<file path="src/rtl/neural_layer_stream_if.sv">
// ---------------------------------------------------------------------------
// neural_layer_stream_if
//   Handshake bundle for neural_layer_stream: the input stream of weighted
//   sums from the matrix core and the output stream of activated results.
//
//   Signals
//     in_data   : signed weighted sum, one per neuron
//     in_valid  : producer has a sum on in_data
//     in_ready  : layer can accept a sum this cycle
//     out_data  : activated result at the FIFO head
//     out_valid : FIFO holds at least one result
//     out_ready : consumer takes the head result this cycle
//     out_last  : head result belongs to the final neuron of the vector
//
//   Modports
//     master : the environment around the layer (feeds sums, drains results)
//     slave  : the layer itself
// ---------------------------------------------------------------------------
interface neural_layer_stream_if #(
    parameter int ACC_WIDTH = 16
);
    logic signed [ACC_WIDTH-1:0] in_data;
    logic                        in_valid;
    logic                        in_ready;
    logic signed [ACC_WIDTH-1:0] out_data;
    logic                        out_valid;
    logic                        out_ready;
    logic                        out_last;

    modport master (
        output in_data, in_valid, out_ready,
        input  in_ready, out_data, out_valid, out_last
    );

    modport slave (
        input  in_data, in_valid, out_ready,
        output in_ready, out_data, out_valid, out_last
    );
endinterface

</file>
<file path="src/rtl/neural_layer_stream.sv">
// ---------------------------------------------------------------------------
// neural_layer_stream
//   Streaming post-processor for one vector of M weighted sums. Each sum gets
//   its neuron's bias added with saturation (stage 1), then one of four
//   activations (stage 2), and lands in a first-word-fall-through output FIFO
//   tagged with a last flag for neuron M-1.
//
//   Ports
//     clk, rst        : clock, asynchronous active-high reset
//     start           : begin a vector (IDLE only)
//     activation_type : 00 ReLU, 01 leaky ReLU, 10 linear, 11 clip; latched at start
//     bias_in/_wen/_addr : bias memory write port, honoured only in IDLE
//     bus (slave)     : in_data/in_valid/in_ready and
//                       out_data/out_valid/out_ready/out_last streams
//     busy            : high outside IDLE
//     done            : one-cycle pulse after the last result is popped
//     sat_count       : saturation/clamp event counter
//
//   Build option
//     NEURAL_SAT_COUNT_EN : when defined, sat_count counts stage-1 saturations
//                           and clip-mode clamps (sticky at 255); otherwise it
//                           is tied to zero and no counter exists.
//
//   state   | meaning
//   --------+--------------------------------------------------------
//   S_IDLE  | waiting for start; bias writes allowed
//   S_RUN   | accepting sums, neuron_idx counts accepted beats
//   S_DRAIN | all M sums taken; waiting for the last result to pop
//   S_DONE  | one-cycle done pulse, then back to IDLE
// ---------------------------------------------------------------------------
module neural_layer_stream #(
    parameter int M          = 4,
    parameter int DATA_WIDTH = 8,
    parameter int ACC_WIDTH  = 2*DATA_WIDTH,
    parameter int LEAK_SHIFT = 3,
    parameter int FIFO_DEPTH = 4
) (
    input  logic                         clk,
    input  logic                         rst,
    input  logic                         start,
    input  logic [1:0]                   activation_type,
    input  logic signed [DATA_WIDTH-1:0] bias_in,
    input  logic                         bias_wen,
    input  logic [$clog2(M)-1:0]         bias_addr,
    neural_layer_stream_if.slave         bus,
    output logic                         busy,
    output logic                         done,
    output logic [7:0]                   sat_count
);
    localparam int AW = $clog2(M);
    localparam int FW = $clog2(FIFO_DEPTH);
    localparam logic [AW-1:0] LAST_IDX = AW'(M-1);

    localparam logic [1:0] ACT_RELU   = 2'b00;
    localparam logic [1:0] ACT_LEAKY  = 2'b01;
    localparam logic [1:0] ACT_LINEAR = 2'b10;

    localparam logic signed [ACC_WIDTH-1:0] ACC_MAX  = {1'b0, {(ACC_WIDTH-1){1'b1}}};
    localparam logic signed [ACC_WIDTH-1:0] ACC_MIN  = {1'b1, {(ACC_WIDTH-1){1'b0}}};
    localparam logic signed [ACC_WIDTH-1:0] CLIP_MAX =
        {{(ACC_WIDTH-DATA_WIDTH+1){1'b0}}, {(DATA_WIDTH-1){1'b1}}};
    localparam logic signed [ACC_WIDTH-1:0] CLIP_MIN =
        {{(ACC_WIDTH-DATA_WIDTH+1){1'b1}}, {(DATA_WIDTH-1){1'b0}}};

    typedef enum logic [1:0] {S_IDLE, S_RUN, S_DRAIN, S_DONE} state_t;

    state_t                        state, state_nxt;
    logic [1:0]                    act_q;
    logic [AW-1:0]                 neuron_idx;
    logic signed [DATA_WIDTH-1:0]  bias_mem [M];
    logic signed [DATA_WIDTH-1:0]  bias_cur;
    logic                          addr_ok;
    logic                          accept, push, pop;

    logic [ACC_WIDTH:0]            sum_wide;
    logic                          s1_ovf;
    logic signed [ACC_WIDTH-1:0]   sum_sat;
    logic                          s1_valid, s1_last;
    logic signed [ACC_WIDTH-1:0]   s1_data;
    logic signed [ACC_WIDTH-1:0]   act_out;
    logic                          s2_valid, s2_last;
    logic signed [ACC_WIDTH-1:0]   s2_data;

    logic [ACC_WIDTH:0]            fifo_mem [FIFO_DEPTH];
    logic [ACC_WIDTH:0]            fifo_head;
    logic [FW-1:0]                 wr_ptr, rd_ptr;
    logic [FW:0]                   fifo_count;
    logic [FW+1:0]                 fill;

    // Counting in-flight stage entries guarantees space in the FIFO for
    // every beat we accept, so the push side never needs a full check.
    assign fill         = (FW+2)'(fifo_count) + (FW+2)'(s1_valid) + (FW+2)'(s2_valid);
    assign bus.in_ready = (state == S_RUN) && (fill < (FW+2)'(FIFO_DEPTH));
    assign accept       = bus.in_valid && bus.in_ready;
    assign push         = s2_valid;
    assign pop          = bus.out_valid && bus.out_ready;

    always_comb begin
        state_nxt = state;
        busy      = (state != S_IDLE);
        done      = (state == S_DONE);
        case (state)
            S_IDLE:  if (start) state_nxt = S_RUN;
            S_RUN:   if (accept && (neuron_idx == LAST_IDX)) state_nxt = S_DRAIN;
            S_DRAIN: if (pop && bus.out_last) state_nxt = S_DONE;
            S_DONE:  state_nxt = S_IDLE;
            default: state_nxt = S_IDLE;
        endcase
    end

    always_ff @(posedge clk or posedge rst) begin
        if (rst) begin
            state      <= S_IDLE;
            act_q      <= '0;
            neuron_idx <= '0;
        end else begin
            state <= state_nxt;
            if ((state == S_IDLE) && start) begin
                act_q      <= activation_type;
                neuron_idx <= '0;
            end else if (accept) begin
                neuron_idx <= neuron_idx + 1'b1;
            end
        end
    end

    generate
        if ((1 << AW) == M) begin : g_addr_full
            assign addr_ok = 1'b1;
        end else begin : g_addr_chk
            assign addr_ok = ({1'b0, bias_addr} < (AW+1)'(M));
        end
    endgenerate

    always_ff @(posedge clk or posedge rst) begin
        if (rst) begin
            for (int i = 0; i < M; i++) bias_mem[i] <= '0;
        end else if (bias_wen && (state == S_IDLE) && addr_ok) begin
            bias_mem[bias_addr] <= bias_in;
        end
    end

    // Stage 1: one extra bit of headroom; overflow shows as the top two bits disagreeing.
    assign bias_cur = bias_mem[neuron_idx];
    assign sum_wide = {bus.in_data[ACC_WIDTH-1], bus.in_data}
                    + {{(ACC_WIDTH+1-DATA_WIDTH){bias_cur[DATA_WIDTH-1]}}, bias_cur};
    assign s1_ovf   = sum_wide[ACC_WIDTH] ^ sum_wide[ACC_WIDTH-1];
    assign sum_sat  = !s1_ovf ? sum_wide[ACC_WIDTH-1:0]
                    : (sum_wide[ACC_WIDTH] ? ACC_MIN : ACC_MAX);

    always_comb begin
        act_out = s1_data;
        case (act_q)
            ACT_RELU:   if (s1_data[ACC_WIDTH-1]) act_out = '0;
            ACT_LEAKY:  if (s1_data[ACC_WIDTH-1]) act_out = s1_data >>> LEAK_SHIFT;
            ACT_LINEAR: act_out = s1_data;
            default: begin
                if (s1_data > CLIP_MAX)      act_out = CLIP_MAX;
                else if (s1_data < CLIP_MIN) act_out = CLIP_MIN;
            end
        endcase
    end

    always_ff @(posedge clk or posedge rst) begin
        if (rst) begin
            s1_valid <= 1'b0;
            s1_last  <= 1'b0;
            s1_data  <= '0;
            s2_valid <= 1'b0;
            s2_last  <= 1'b0;
            s2_data  <= '0;
        end else begin
            s1_valid <= accept;
            if (accept) begin
                s1_data <= sum_sat;
                s1_last <= (neuron_idx == LAST_IDX);
            end
            s2_valid <= s1_valid;
            if (s1_valid) begin
                s2_data <= act_out;
                s2_last <= s1_last;
            end
        end
    end

    // Storage needs no reset: the head is masked whenever the FIFO is empty.
    always_ff @(posedge clk) begin
        if (push) fifo_mem[wr_ptr] <= {s2_last, s2_data};
    end

    always_ff @(posedge clk or posedge rst) begin
        if (rst) begin
            wr_ptr     <= '0;
            rd_ptr     <= '0;
            fifo_count <= '0;
        end else begin
            if (push) wr_ptr <= wr_ptr + 1'b1;
            if (pop)  rd_ptr <= rd_ptr + 1'b1;
            case ({push, pop})
                2'b10:   fifo_count <= fifo_count + 1'b1;
                2'b01:   fifo_count <= fifo_count - 1'b1;
                default: fifo_count <= fifo_count;
            endcase
        end
    end

    assign fifo_head     = fifo_mem[rd_ptr];
    assign bus.out_valid = (fifo_count != '0);
    assign bus.out_data  = bus.out_valid ? fifo_head[ACC_WIDTH-1:0] : '0;
    assign bus.out_last  = bus.out_valid && fifo_head[ACC_WIDTH];

`ifdef NEURAL_SAT_COUNT_EN
    logic       sat_ev, clamp_ev;
    logic [8:0] sat_sum;
    logic [7:0] sat_cnt_q;

    assign sat_ev   = accept && s1_ovf;
    assign clamp_ev = s1_valid && (act_q == 2'b11)
                   && ((s1_data > CLIP_MAX) || (s1_data < CLIP_MIN));
    assign sat_sum  = {1'b0, sat_cnt_q} + {8'd0, sat_ev} + {8'd0, clamp_ev};

    always_ff @(posedge clk or posedge rst) begin
        if (rst) sat_cnt_q <= '0;
        else     sat_cnt_q <= sat_sum[8] ? 8'hff : sat_sum[7:0];
    end

    assign sat_count = sat_cnt_q;
`else
    assign sat_count = 8'd0;
`endif

endmodule

</file>
<file path="src/flat_wrapper.sv">
// flat-port wrapper written by rule: the top's interface ports become plain ports
module neural_layer_stream_flat 
#(
    parameter int M          = 4,
    parameter int DATA_WIDTH = 8,
    parameter int ACC_WIDTH  = 2*DATA_WIDTH,
    parameter int LEAK_SHIFT = 3,
    parameter int FIFO_DEPTH = 4
)
  (clk, rst, start, activation_type, bias_in, bias_wen, bias_addr, busy, done, sat_count, bus_in_data, bus_in_valid, bus_out_ready, bus_in_ready, bus_out_data, bus_out_valid, bus_out_last);
  neural_layer_stream_if #(.ACC_WIDTH(ACC_WIDTH)) bus_i ();
  input  logic clk;
  input  logic rst;
  input  logic start;
  input  logic [1:0] activation_type;
  input  logic signed [DATA_WIDTH-1:0] bias_in;
  input  logic bias_wen;
  input  logic [$clog2(M)-1:0] bias_addr;
  output logic busy;
  output logic done;
  output logic [7:0] sat_count;
  input wire logic [$bits(bus_i.in_data)-1:0] bus_in_data;
  input wire logic [$bits(bus_i.in_valid)-1:0] bus_in_valid;
  input wire logic [$bits(bus_i.out_ready)-1:0] bus_out_ready;
  output wire logic [$bits(bus_i.in_ready)-1:0] bus_in_ready;
  output wire logic [$bits(bus_i.out_data)-1:0] bus_out_data;
  output wire logic [$bits(bus_i.out_valid)-1:0] bus_out_valid;
  output wire logic [$bits(bus_i.out_last)-1:0] bus_out_last;
  assign bus_i.in_data = bus_in_data;
  assign bus_i.in_valid = bus_in_valid;
  assign bus_i.out_ready = bus_out_ready;
  assign bus_in_ready = bus_i.in_ready;
  assign bus_out_data = bus_i.out_data;
  assign bus_out_valid = bus_i.out_valid;
  assign bus_out_last = bus_i.out_last;
  neural_layer_stream #(.M(M), .DATA_WIDTH(DATA_WIDTH), .ACC_WIDTH(ACC_WIDTH), .LEAK_SHIFT(LEAK_SHIFT), .FIFO_DEPTH(FIFO_DEPTH)) u_core (.clk(clk), .rst(rst), .start(start), .activation_type(activation_type), .bias_in(bias_in), .bias_wen(bias_wen), .bias_addr(bias_addr), .bus(bus_i), .busy(busy), .done(done), .sat_count(sat_count));
endmodule
</file>
<file path="config.mk">
export PLATFORM = sky130hd
export DESIGN_NAME = neural_layer_stream_flat
export DESIGN_NICKNAME = d
export VERILOG_FILES = /design/src/rtl/neural_layer_stream_if.sv /design/src/rtl/neural_layer_stream.sv /design/src/flat_wrapper.sv
export SDC_FILE = /design/constraint.sdc
export NUM_CORES = 1
export LEC_CHECK = 0
export CAP_MARGIN = 20
export CORE_MARGIN = 4
export CORE_UTILIZATION = 41
export DETAILED_ROUTE_END_ITERATION = 8
export PLACE_DENSITY = 0.58
export REMOVE_ABC_BUFFERS = 1
export SYNTH_ARGS = -nofsm -noshare
export SYNTH_HDL_FRONTEND = slang
export SYNTH_SLANG_ARGS = --single-unit
</file>
<file path="constraint.sdc">
create_clock -name clk -period 3.7 [get_ports clk]
set_clock_uncertainty 0.15 [all_clocks]
set_input_delay 0.74 -clock clk [delete_from_list [all_inputs] [get_ports clk]]
set_output_delay 0.74 -clock clk [all_outputs]
set_load 0.03 [all_outputs]
</file>
# ---- Word-level counts from Yosys, hierarchy flattened
# Memory sizes are Yosys's and may differ from the RTL's.
# Cells that the tools add are included.
dict set report totals {
  input_bits 34
  ram_bits 68
  n_memories 1
  reg_bits 81
}
dict set report classes {
  n_addsub 8
  order_cmp 6
  bitwise 3
  n_eq_ne 11
  n_reduce_logical 16
  mux 23
}
# name words width read_ports rd_clocked_by_memory_dff wr line
set memory_table {}
lappend memory_table {u_core.fifo_mem 4 17 1 0 1 neural_layer_stream.sv:84} ;# logic [ACC_WIDTH:0] fifo_mem [FIFO_DEPTH];
# op count
set op_table {}
lappend op_table {{2-to-1 mux 16 bit} 6}
lappend op_table {{case mux 16 bit (3 select lines)} 1}
lappend op_table {{bitwise mux 32 bit} 1}
lappend op_table {{2-to-1 mux 8 bit} 3}
lappend op_table {{adder 16 x 8 -> 17 bit} 1}
lappend op_table {{binary-select mux 8 bit (select 2 bit)} 1}
lappend op_table {{demux 8 bit (select 2 bit)} 1}
lappend op_table {{> comparator 16 x 8 -> 1 bit (second input constant)} 1}
lappend op_table {{< comparator 16 x 8 -> 1 bit (second input constant)} 1}
lappend op_table {{2-to-1 mux 15 bit} 1}
lappend op_table {{== test 2 bit (second input constant)} 5}
lappend op_table {{2-to-1 mux 2 bit} 5}
lappend op_table {{logical AND 1 bit} 9}
lappend op_table {{case mux 2 bit (4 select lines)} 1}
lappend op_table {{adder 2 x 1 -> 2 bit (second input constant)} 3}
lappend op_table {{== test 2 x 1 -> 1 bit (second input constant)} 3}
lappend op_table {{greater-or-equal comparator 3 bit (second input constant)} 2}
lappend op_table {{inverter 2 -> 3 bit} 2}
lappend op_table {{case mux 3 bit (2 select lines)} 1}
lappend op_table {{nonzero test 2 bit} 3}
lappend op_table {{adder 3 x 1 -> 4 bit} 1}
lappend op_table {{adder 4 x 1 -> 4 bit} 1}
lappend op_table {{logical NOT 2 bit} 2}
lappend op_table {{< comparator 4 x 3 -> 1 bit (second input constant)} 1}
lappend op_table {{other kinds (9)} 11}

# ---- Depth between registers and ports, before layout
dict set report logic_depth {
  word_depth 8
  ltp_mapped 12
  ltp_nobuf 11
}

# ---- Least setup slack after synthesis
# Ideal clock, no wire load.
dict set report synth_path {
  path_kind {reg2reg}
  startpoint {register u_core.neuron_idx[0]}
  endpoint {register u_core.s1_data[0]}
  setup_ns 0.125
  stages_incl_launch_ff 13
  required_ns 3.425
  path_buffers 3
  slack_ns -0.059
  synth_period_minus_slack_ns 3.759
  arrival_time_ns 3.485
  path_cell_list {dfrtp_1 -> clkbuf_1 -> mux4_2 -> ha_1 -> buf_6 -> and4_4 -> and2_4 -> a221o_1 -> nor2_2 -> xnor2_1 -> buf_6 -> maj3_2 -> mux2_2}
}
dict set report synth_between {
  elab_chain_cells 7
  elab_cells_between_ends 8
  cone_classes {add/sub (1); mux (5); bitwise (2)}
}
# item line
set synth_lines {}
lappend synth_lines {{start: declaration} neural_layer_stream.sv:69} ;# logic [AW-1:0] neuron_idx;
lappend synth_lines {{start signal: assignment} neural_layer_stream.sv:122} ;# neuron_idx <= neuron_idx + 1'b1;
lappend synth_lines {{inverter 2 -> 3 bit (not written as such) (*)} neural_layer_stream.sv:144} ;# assign bias_cur = bias_mem[neuron_idx];
lappend synth_lines {{binary-select mux 8 bit (select 2 bit) (*)} neural_layer_stream.sv:144}
lappend synth_lines {{2-to-1 mux 8 bit (not written as such) (*) (2 in a row)} neural_layer_stream.sv:144}
lappend synth_lines {{adder 16 x 8 -> 17 bit (*)} neural_layer_stream.sv:146} ;# + {{(ACC_WIDTH+1-DATA_WIDTH){bias_cur[DATA_WIDTH-1]}}, bias_cur};
lappend synth_lines {{2-to-1 mux 16 bit / XOR 1 bit (equally long branches)} {neural_layer_stream.sv:149, neural_layer_stream.sv:147}}
lappend synth_lines {{2-to-1 mux 16 bit (*)} neural_layer_stream.sv:148} ;# assign sum_sat = !s1_ovf ? sum_wide[ACC_WIDTH-1:0]
lappend synth_lines {{end signal: assignment} neural_layer_stream.sv:175} ;# s1_data <= sum_sat;
lappend synth_lines {{end: declaration} neural_layer_stream.sv:79} ;# logic signed [ACC_WIDTH-1:0] s1_data;
# Every way passes the cells marked *; elsewhere a longest branch is shown, timed or not. The select of a mux whose other input is x is not followed.
# A chain may end at the register's enable or synchronous reset.

# ---- Final worst setup path
dict set report layout_path {
  startpoint {register u_core.neuron_idx[0]}
  endpoint {register u_core.s1_data[7]}
}
# The elaborated chain is that of the path after synthesis.

==> out/qor.csv <==
stage,metric,value,unit
cells_and_area,ant diodes,0,
cts,post-CTS setup buffers,0,
setup_path,Worst Path Required,3.86,ns
setup_path,crit path DAT,3.64,ns
setup_path,Worst R2R Start,u_core.neuron_idx[0],
route,DRT iter0 DRCs,253,
cells_and_area,Layout Nets,751,
hold_path,Hold EP,u_core.bias_mem[5],
placed_design,Placer Congestion,0.849,
yosys,async set or reset register ratio after synthesis,54.4,%
setup_path,Crit. End Element,flip-flop,
cells_and_area,fraction of layout cells with a size suffix above 1,19.3,%
global_route,GRT Total Usage,15.5,%
die,Std-Cell Rows,49,
flow_run,Max Cap Viol,0,
hold_path,HP Start,u_core.bias_mem[5],
die,Die Ht,144,um
setup_path,critical-path maximum fanout,9,
setup_path,family with the most delay on the worst path,multiplexers,
setup_path,worst reg-to-reg setup slack,0.22,ns
setup_path,Startpoint Class,flip-flop,
route,DRC violations left,0,
sta,Hold Fails Final Rpt,0,
setup_path,CP max-delay cell,mux4_2,
cells_and_area,"most common cell after layout, fill and taps aside",dfrtp_1,
route,Avg WL per Cell,16.5,um
setup_path,Setup CP Type,flip-flop to flip-flop,
yosys,Avg Inst Size Synth,12.2,um^2
sta,achievable clock frequency,287,MHz
power,pwr dens,1050,nW/um^2
cts,clock buffer depth,2,
yosys,cell count after synthesis,621,
yosys,mux cell area share after synthesis,14.5,%
cells_and_area,"commonest non-fill, non-tap cells in the layout","dfrtp_1 (81), edfxtp_1 (68), clkdlybuf4s50_1 (54), nand2_1 (49), mux2_2 (44)",
placed_design,Post-DP HPWL,10900,um
global_route,vias in the first global route,4937,
die,die width,144,um
yosys,Yosys cell types,59,
global_route,first-pass GRT wire length,25400,um
cts,CTS Hold Bufs,0,
sta,setup TNS,0,ns
cts,Root Driver,clkbuf_16,
yosys,Synth area leader,edfxtp_1,
die,initial core utilization,42.0,%
hold_path,Min-Delay Path Class,flip-flop to flip-flop,
setup_path,Bufs and invs on worst path,0,
outcome,outcome,"complete, no violations",
yosys,post-synthesis register bit count,149,
sta,Final setup viols,0,
route,routed via count,4962,
cts,CTS Sinks,149,
power,Pleak,3.56,nW
global_route,initial antenna violation count,0,
die,Die Area,20800,um^2
yosys,xor/xnor share of the synthesized area,2.19,%
sta,Worst-Margin Slew,0.942,ns
yosys,post-synthesis sequential area ratio,53.5,%
hold_path,hold depth,1,
yosys,Ys Warns,0,
die,IO Pins,63,
setup_path,"Cell Chain, Critical Path",mux4_2 > ha_1 > a211oi_1 > o21bai_1 > a221o_1 > nor2_2 > xnor2_2 > maj3_1 > mux2_2,
die,core area,18100,um^2
yosys,synth top area cells,"edfxtp_1 (27%), dfrtp_1 (27%), mux4_2 (7.4%)",
global_route,grt ovf,0,
setup_path,Worst path max stage delay,0.69,ns
sta,Final Cycle Share,94.1,%
yosys,prevailing post-synth register cell,dfrtp_1,
sta,post-route minimum period,3.48,ns
cts,H-tree levels,4,
placed_design,IO buf count,54,
setup_path,worst reg-to-reg path cell count,9,
route,Via density,5.35,
cells_and_area,synth-to-layout area growth,19.8,%
yosys,Post-synth EDFFs,68,
cells_and_area,"Core Util, Final",50.3,%
global_route,largest net degree at the start of global routing,46,
yosys,Compound-Gate Fraction of Synth Area,10.1,%
cts,Worst-path clk slew,0.06,ns
sta,unrepaired setup endpoints after global routing,no,
sta,Final Max Slew Viols,0,
cts,total CTS buffers,17,
yosys,post-synth top area share,26.9,%
power,Peak supply drop,0.548,mV
cts,CTS resizes,0,
route,DR pass1 iterations,4,
yosys,post-synthesis adder-cell area fraction,6.37,%
yosys,synthesized area,7600,um^2
yosys,simple-gate share of the synthesized area,9.71,%
setup_path,FF-to-FF End,u_core.s1_data[7],
route,ANT nets after route,0,
yosys,largest family of logic cells by synthesized area,multiplexers,
cts,worst skew pair latency,0.42,ns
sta,Max-Slew Margin vs Limit,37.1,%
cts,CTS tree,yes,
route,Routed WL,15300,um
## stage by stage
stage	total power [mW]	worst slack [ns]	instance area [um^2]	hold WS (ns)	std cells
CTS	9.65	0.141	9090	0.347	928
detailed placement	7.77	-0.00415	8440	0.333	896
global placement	7.64	0.105	8440	0.308	896
finish	9.58	0.219	9100	0.348	928
floorplan	6.20	-0.102	7440	0.290	591
global route	10.4	0.0167	9100	0.367	928
## registers in the layout (all words and copies together) (netlist names), 2 cells and up
name,count
u_core.wr_ptr,2
u_core.bias_mem,32
u_core.state,2
u_core.neuron_idx,2
u_core.rd_ptr,2
u_core.s2_data,16
u_core.act_q,2
u_core.s1_data,16
u_core.fifo_count,3
u_core.fifo_mem,68
## synth_stat cells (9+ instances only)
| cell | number |
|---|---|
| ha_1 | 29 |
| dfrtp_1 | 81 |
| edfxtp_1 | 68 |
| nand2_1 | 49 |
| xnor2_1 | 10 |
| inv_1 | 22 |
| a21oi_1 | 43 |
| mux4_2 | 25 |
| clkbuf_1 | 22 |
| and2_1 | 22 |
| xor2_1 | 9 |
| nor2_1 | 35 |
| nand3_1 | 12 |
| o21ai_0 | 42 |
| mux2_2 | 44 |
## where the power goes
part	internal, mW	total, mW	switching (mW)	leakage [nW]
clock	1.15	1.85	0.693	0.323
sequential	2.32	2.78	0.463	1.61
combinational	2.31	4.95	2.64	1.64
total	5.78	9.58	3.79	3.56
## layer usage
metal	share of wire, %	GRT usage, %	vias to the layer above
li1	-	-	2413
met1	47	21.0	2452
met2	49	25.4	82
met3	3.3	3.70	15
met4	1.1	4.12	0
met5	0	0	-
## kinds of logic (layout without fill, tap and decap cells)
| logic type | Yosys count | count (layout) |
|---|---|---|
| adders and majority gates | 39 | 39 |
| DFF | 149 | 149 |
| and+or+nand+nor | 152 | 152 |
| xor gates and xnor gates | 19 | 19 |
| muxes | 73 | 73 |
| buffers and inverters | 60 | 131 |
| other | 1 | 8 |
| AOI/OAI and AO/OA | 128 | 128 |
## how the worst max path moves through the flow
stage	from	depth (start not counted)	slack (ns)	endpoint
after floorplan	u_core.neuron_idx[0]	9	-0.10	u_core.s1_data[1]
after global placement	bus_in_data[0]	11	0.11	u_core.s1_data[1]
after detailed placement	bus_in_data[0]	11	-0.004	u_core.s1_data[4]
after CTS	u_core.neuron_idx[0]	9	0.14	u_core.s1_data[7]
after global routing	u_core.neuron_idx[0]	11	0.02	u_core.s1_data[13]
final	u_core.neuron_idx[0]	9	0.22	u_core.s1_data[7]
## area by class of cell
type | instances | area (um^2)
clock buffer | 22 | 522
clock inverter | 10 | 126
fill | 1569 | 8980
inverter | 23 | 86.3
multi-input combinational | 419 | 3300
sequential | 149 | 4070
tap | 229 | 287
timing repair buffer | 76 | 718
Note: power is estimated with default switching activity, not from simulation.
